## config.mk

```make
export PLATFORM = sky130hd
export DESIGN_NAME = dmux_stream
export DESIGN_NICKNAME = d
export VERILOG_FILES = /design/src/rtl/dmux_stream.sv
export SDC_FILE = /design/constraint.sdc
export NUM_CORES = 1
export LEC_CHECK = 0
export BUFFER_PORTS_ARGS = -buffer_cell sky130_fd_sc_hd__buf_2
export CAP_MARGIN = 0
export CORE_MARGIN = 2
export CORE_UTILIZATION = 25
export DETAILED_ROUTE_END_ITERATION = 10
export GPL_TIMING_DRIVEN = 0
export PLACE_DENSITY = 0.61
export SYNTH_ARGS = -nofsm -noshare
export SYNTH_HDL_FRONTEND = slang
export SYNTH_SLANG_ARGS = --single-unit
```

## constraint.sdc

```tcl
create_clock -name clk -period 1.2 [get_ports clk]
set_input_delay 0.06 -clock clk [delete_from_list [all_inputs] [get_ports clk]]
set_output_delay 0.06 -clock clk [all_outputs]
set_load 0.05 [all_outputs]
```

## src/rtl/dmux_stream.sv

```systemverilog
// dmux_stream: registered 1-to-N stream demultiplexer with per-channel
// valid/ready, unicast or broadcast routing, and drop accounting for
// out-of-range unicast destinations.
module dmux_stream #(
  parameter  int unsigned N  = 4,
  parameter  int unsigned W  = 8,
  parameter  int unsigned CW = 8,
  localparam int unsigned SW = $clog2(N)
) (
  input  logic          clk,
  input  logic          rst,
  input  logic          in_valid,
  output logic          in_ready,
  input  logic [W-1:0]  in_data,
  input  logic [SW-1:0] in_sel,
  input  logic          in_bcast,
  output logic [N-1:0]  out_valid,
  input  logic [N-1:0]  out_ready,
  output logic [W-1:0]  out_data,
  output logic          err,
  output logic [CW-1:0] drop_cnt
);

  localparam logic [CW-1:0] CNT_MAX = {CW{1'b1}};

  logic [W-1:0]  data_q,     data_d;
  logic [N-1:0]  pend_q,     pend_d;
  logic          err_q,      err_d;
  logic [CW-1:0] drop_cnt_q, drop_cnt_d;

  logic [N-1:0]  pend_next_c;
  logic [N-1:0]  onehot_c;
  logic          sel_oob_c;
  logic          accept_c;

  // Channels still owed the held word once this cycle's transfers complete
  always_comb begin
    pend_next_c = pend_q & ~out_ready;
  end

  // Decode the unicast destination and flag selections beyond the last channel
  always_comb begin
    onehot_c = '0;
    for (int unsigned i = 0; i < N; i++) begin
      onehot_c[i] = (32'(in_sel) == i);
    end
    sel_oob_c = !in_bcast && (32'(in_sel) >= N);
  end

  // Accept a new word when nothing would remain owed after this cycle
  always_comb begin
    accept_c = in_valid && (pend_next_c == '0);
  end

  // Next-state: load on accept (drop out-of-range unicast), otherwise retire transfers
  always_comb begin
    data_d     = data_q;
    pend_d     = pend_next_c;
    err_d      = 1'b0;
    drop_cnt_d = drop_cnt_q;
    if (accept_c) begin
      data_d = in_data;
      if (in_bcast) begin
        pend_d = '1;
      end else if (sel_oob_c) begin
        pend_d = '0;
        err_d  = 1'b1;
        if (drop_cnt_q != CNT_MAX) begin
          drop_cnt_d = drop_cnt_q + CW'(1);
        end
      end else begin
        pend_d = onehot_c;
      end
    end
  end

  // State registers with synchronous reset; reset discards any held word
  always_ff @(posedge clk) begin
    if (rst) begin
      data_q     <= '0;
      pend_q     <= '0;
      err_q      <= 1'b0;
      drop_cnt_q <= '0;
    end else begin
      data_q     <= data_d;
      pend_q     <= pend_d;
      err_q      <= err_d;
      drop_cnt_q <= drop_cnt_d;
    end
  end

  assign in_ready  = (pend_next_c == '0);
  assign out_valid = pend_q;
  assign out_data  = data_q;
  assign err       = err_q;
  assign drop_cnt  = drop_cnt_q;

endmodule
```

Yosys cells after proc, flatten, opt, wreduce, memory -nomap -nowiden
Cells that the tools add are included.
W data, S select, Z words.
- add/subtract/negate cells: 0
- multipliers: 0
- div/mod/pow operators: 0
- order comparisons: 0
- equal/unequal tests: 3
- shift operators: 0
- mux-type cells: 2
- bitwise logic cells: 2
- reductions and logical operators: 3
- operator list (kind ; count):
    $mux W4 ; 2
    $and A4 B4 Y4 ; 1
    $eq A2 B2 Y1 const B ; 2
    $logic_not A4 Y1 ; 1
    $not A4 Y4 ; 1
    $eq A2 B1 Y1 const B ; 1
    $logic_not A2 Y1 ; 1
    $logic_and A1 B1 Y1 ; 1
- register bits after elaboration: 12
- latch bits: 0
- memory bits (writable): 0
- bits in read-only memories: 0
- output and inout port bits: 22
- word-level logic and storage cells: 12
- memories kept: 0

Depth between registers and ports, before layout
- depth in word-level cells: 5
- gate-level depth with buffers: 5

Least setup slack after synthesis
OpenSTA, ideal clock, no wires.
- kind: register to register
- from: reg pend_q[1], in the netlist out_valid[1]
- to: reg data_q[1], in the netlist out_data[1]
- library setup time: 0.116 ns
- data arrival time: 1.484 ns
- data required time: 1.084 ns
- setup slack: -0.399 ns
- cell stages (with the launch flop): 6
- buffers on the path: 1
- period minus slack after synthesis: 1.599 ns
- path through: dfxtp_1 > nor2b_4 > nor4_4 > buf_6 > a21oi_1 > a31o_1
- word-level cells in the longest chain between the ends: 3
- RTL lines (element ; RTL line ; source):
    start, declared ; 27 ; logic [N-1:0] pend_q, pend_d;
    start signal, assigned ; 86 ; pend_q <= pend_d;
    $and A4 B4 Y4 ; 38 ; pend_next_c = pend_q & ~out_ready;
    $logic_not A4 Y1 ; - ;
    via in_ready ; 13 ; output logic in_ready,
    $logic_and A1 B1 Y1 ; 52 ; accept_c = in_valid && (pend_next_c == '0);
    end signal, assigned ; 85 ; data_q <= data_d;
    end, declared ; 26 ; logic [W-1:0] data_q, data_d;
The timed path passes the listed nets, and every way through them passes these cells.
A chain may end at the register's enable or synchronous reset.

Final worst setup path
- from: reg pend_q[2], in the netlist out_valid[2]
- to: out in_ready
- word-level cells in the longest chain between the ends: 2
- RTL lines (element ; RTL line ; source):
    $and A4 B4 Y4 ; 38 ;
    $logic_not A4 Y1 ; 92 ; assign in_ready = (pend_next_c == '0);
    end, declared ; 13 ;
Every way passes these cells.

==> impl_metrics.py <==
metrics = {
    "timing": {
        "fin_tns_setup_ns": -2.64,
        "maxSlewViolCount": 0,
        "period_minus_slack_ns": 1.44,
        "hold_violations": 0,
        "period_share_pct": 120,
        "setup_ws_ns": -0.237,
        "rsz0062_at_grt": "yes",
        "setup_viol": 13,
        "tightest_slew_ns": 0.641,
        "relSlewSlack_pct": 57.3,
        "fin_skew_ns": 0.00681,
        "fmax_mhz": 696,
    },
    "placement": {
        "placed_cell_area_sq_um": 867,
        "place_hpwl_um": 1150,
        "io_buffer_count": 30,
        "gp_congestion": 0.685,
    },
    "logic_synthesis": {
        "synth_top_cell_by_area": "dfxtp_1",
        "synth_seq_cells": 12,
        "yosysUniqueCellTypes": 19,
        "netlist.area_leader.share_pct": 38.2,
        "syn_area_sq_um": 629,
        "ys_seq_area_share_pct": 38.2,
        "ys_warn_count": 0,
        "synth_area_per_cell_sq_um": 8.99,
        "synth.area.top_cells": "dfxtp_1 (38%), buf_4 (11%), a31o_1 (9.7%)",
        "synthCells": 70,
    },
    "cts": {
        "cts_root_buf": "clkbuf_4",
        "ctsLongestPathBuffers": 2,
        "clk_latency_ns": 0.27,
        "cts.sinks": 12,
        "clkTransAtPathRegs_ns": 0.08,
        "cts_tree": "built",
        "numCtsBuffers": 3,
        "cts_max_level": 1,
    },
    "flow_run": {
        "cap_violations": 0,
    },
    "routing": {
        "vias_per_cell": 4.18,
        "antenna_left": 0,
        "dr.pass1.iters": 3,
        "drtIter0Drc": 10,
        "wl_per_cell_um": 10.8,
        "vias": 623,
        "wl_um": 1610,
        "drcViolationCount": 0,
    },
    "cells_and_area": {
        "finalInstanceArea_sq_mm": 0.00103,
        "drive_above_1_share_pct": 55.5,
        "antenna_cells": 0,
        "most-common-layout-cells": "buf_2 (29), buf_4 (10), conb_1 (9)",
        "finish.utilization_pct": 42.2,
        "final_nets": 138,
        "area_delta_synth_final_pct": 63.0,
        "mostFrequentLayoutCell": "buf_2",
    },
    "grt": {
        "grt_pass1_vias": 598,
        "track_usage_pct": 11.9,
        "grt_pass1_wl_um": 2500,
        "grt.overflow.total": 0,
        "antenna_found_initial": 0,
        "grt_use_met3_pct": 4.17,
        "globalRouteMet2Util_pct": 20.9,
        "grt.busiest_layer": "met2",
        "use_met1_pct": 13.4,
        "grt_max_degree": 11,
    },
    "critical_path": {
        "ff2ff_path_depth": 6,
        "criticalPathCategory": "flip-flop to primary output",
        "worstPathArrival_ns": 1.38,
        "cp-start-kind": "flip-flop",
        "required_ns": 1.14,
        "r2r_start": "out_valid[2]",
        "ff2ff_setup_slack_ns": -0.23,
        "crit_fanout": 5,
        "end_kind": "primary output",
        "r2r-end": "out_data[3]",
    },
    "min_path": {
        "worstHoldStart": "in_data[4]",
        "holdPathEnd": "out_data[4]",
        "hold_path.class": "input pin to flip-flop",
        "hold_path_depth": 2,
    },
    "floorplanning": {
        "fp.dieH_um": 54.2,
        "die_w_um": 54.2,
        "rows": 18,
        "die_area_sq_mm": 0.00293,
        "start_util_pct": 25.9,
        "coreArea_sq_mm": 0.00243,
        "ios": 40,
    },
    "pwr": {
        "leakage_nw": 0.493,
        "power_w": 0.00124,
        "ir_worst_vdd_mv": 0.635,
        "power_density_mw_per_mm2": 1210,
    },
    "status": {
        "status": "finished with violations",
        "violations": "setup timing",
    },
}
-- kinds of logic after synthesis --
group	synth area share, %
AO/OA/AOI/OAI	26.4
buffers and inverters	16.7
flip-flops	38.2
other	0.596
AND/OR/NAND/NOR	18.1
-- routing by layer --
metal  up-vias  share of wire [%]
met2        27                 49
met5         -                  0
li1        325                  -
met1       271                 41
met4         0                  0
met3         0                9.4
-- stage by stage --
step | hold WS (ns) | worst slack (ns) | instances
global placement | 0.277 | -0.175 | 138
floorplan | 0.123 | -0.263 | 78
detailed placement | 0.285 | -0.200 | 138
global route | 0.0220 | -0.301 | 149
CTS | 0.000448 | -0.257 | 149
finish | 0.0155 | -0.237 | 149
-- state kept, by name, indices dropped and copies added, names as in the netlist --
| name | count |
|---|---|
| out_valid | 4 |
| out_data | 8 |
-- timing repair --
| action | in CTS | in global routing |
|---|---|---|
| hold buffers | 2 | 0 |
| setup endpoints to repair | 13 | 13 |
| pin swaps | 10 | 5 |
| setup buffers | 4 | 0 |
| gates cloned | 1 | 0 |
| hold endpoints to repair | 2 | 0 |
| resized for setup | 14 | 1 |
-- cell type report --
cell class	count	area, sq um
plain buffers	13	97.6
clock buffers	4	26.3
inverters	2	7.51
fillers	274	1410
well taps	30	37.5
repair buffers	37	241
multi-input cells	51	360
flip-flops and latches	12	255
-- report_power, final --
part | total (W) | internal [W] | leakage [nW] | switching, W
sequential | 0.000442 | 0.000429 | 0.101 | 0.0000136
combinational | 0.000536 | 0.000207 | 0.377 | 0.000329
clock | 0.000263 | 0.000129 | 0.0150 | 0.000135
-- how the worst max path moves through the flow --
stage                 start     endpoint  slack [ns]  cells past startpoint
2_1_floorplan  out_valid[2]  out_data[1]       -0.26                      5
3_3_place_gp   out_valid[2]  out_data[4]       -0.18                      5
3_5_place_dp   out_valid[2]  out_data[5]       -0.20                      5
4_1_cts        out_valid[0]     in_ready       -0.26                      4
5_1_grt        out_valid[2]     in_ready       -0.30                      4
6_report       out_valid[2]     in_ready       -0.24                      4
-- cells in the mapped netlist, drive strengths merged --
library cell	number
a21oi	10
nand2	7
nand3	1
a22o	2
conb	1
a31oi	2
clkbuf	2
nor4	1
a31o	7
a21bo	1
nor2b	4
inv	2
dfxtp	12
nor2	4
o21bai	2
buf	11
and2	1
-- worst max-delay path, cell delays in order (launching register included) --
cell and delay, ns:
dfxtp_4 0.34, nor2b_4 0.13, nor4_4 0.31, buf_6 0.17, buf_8 0.14
(Power assumes the default switching activity.)
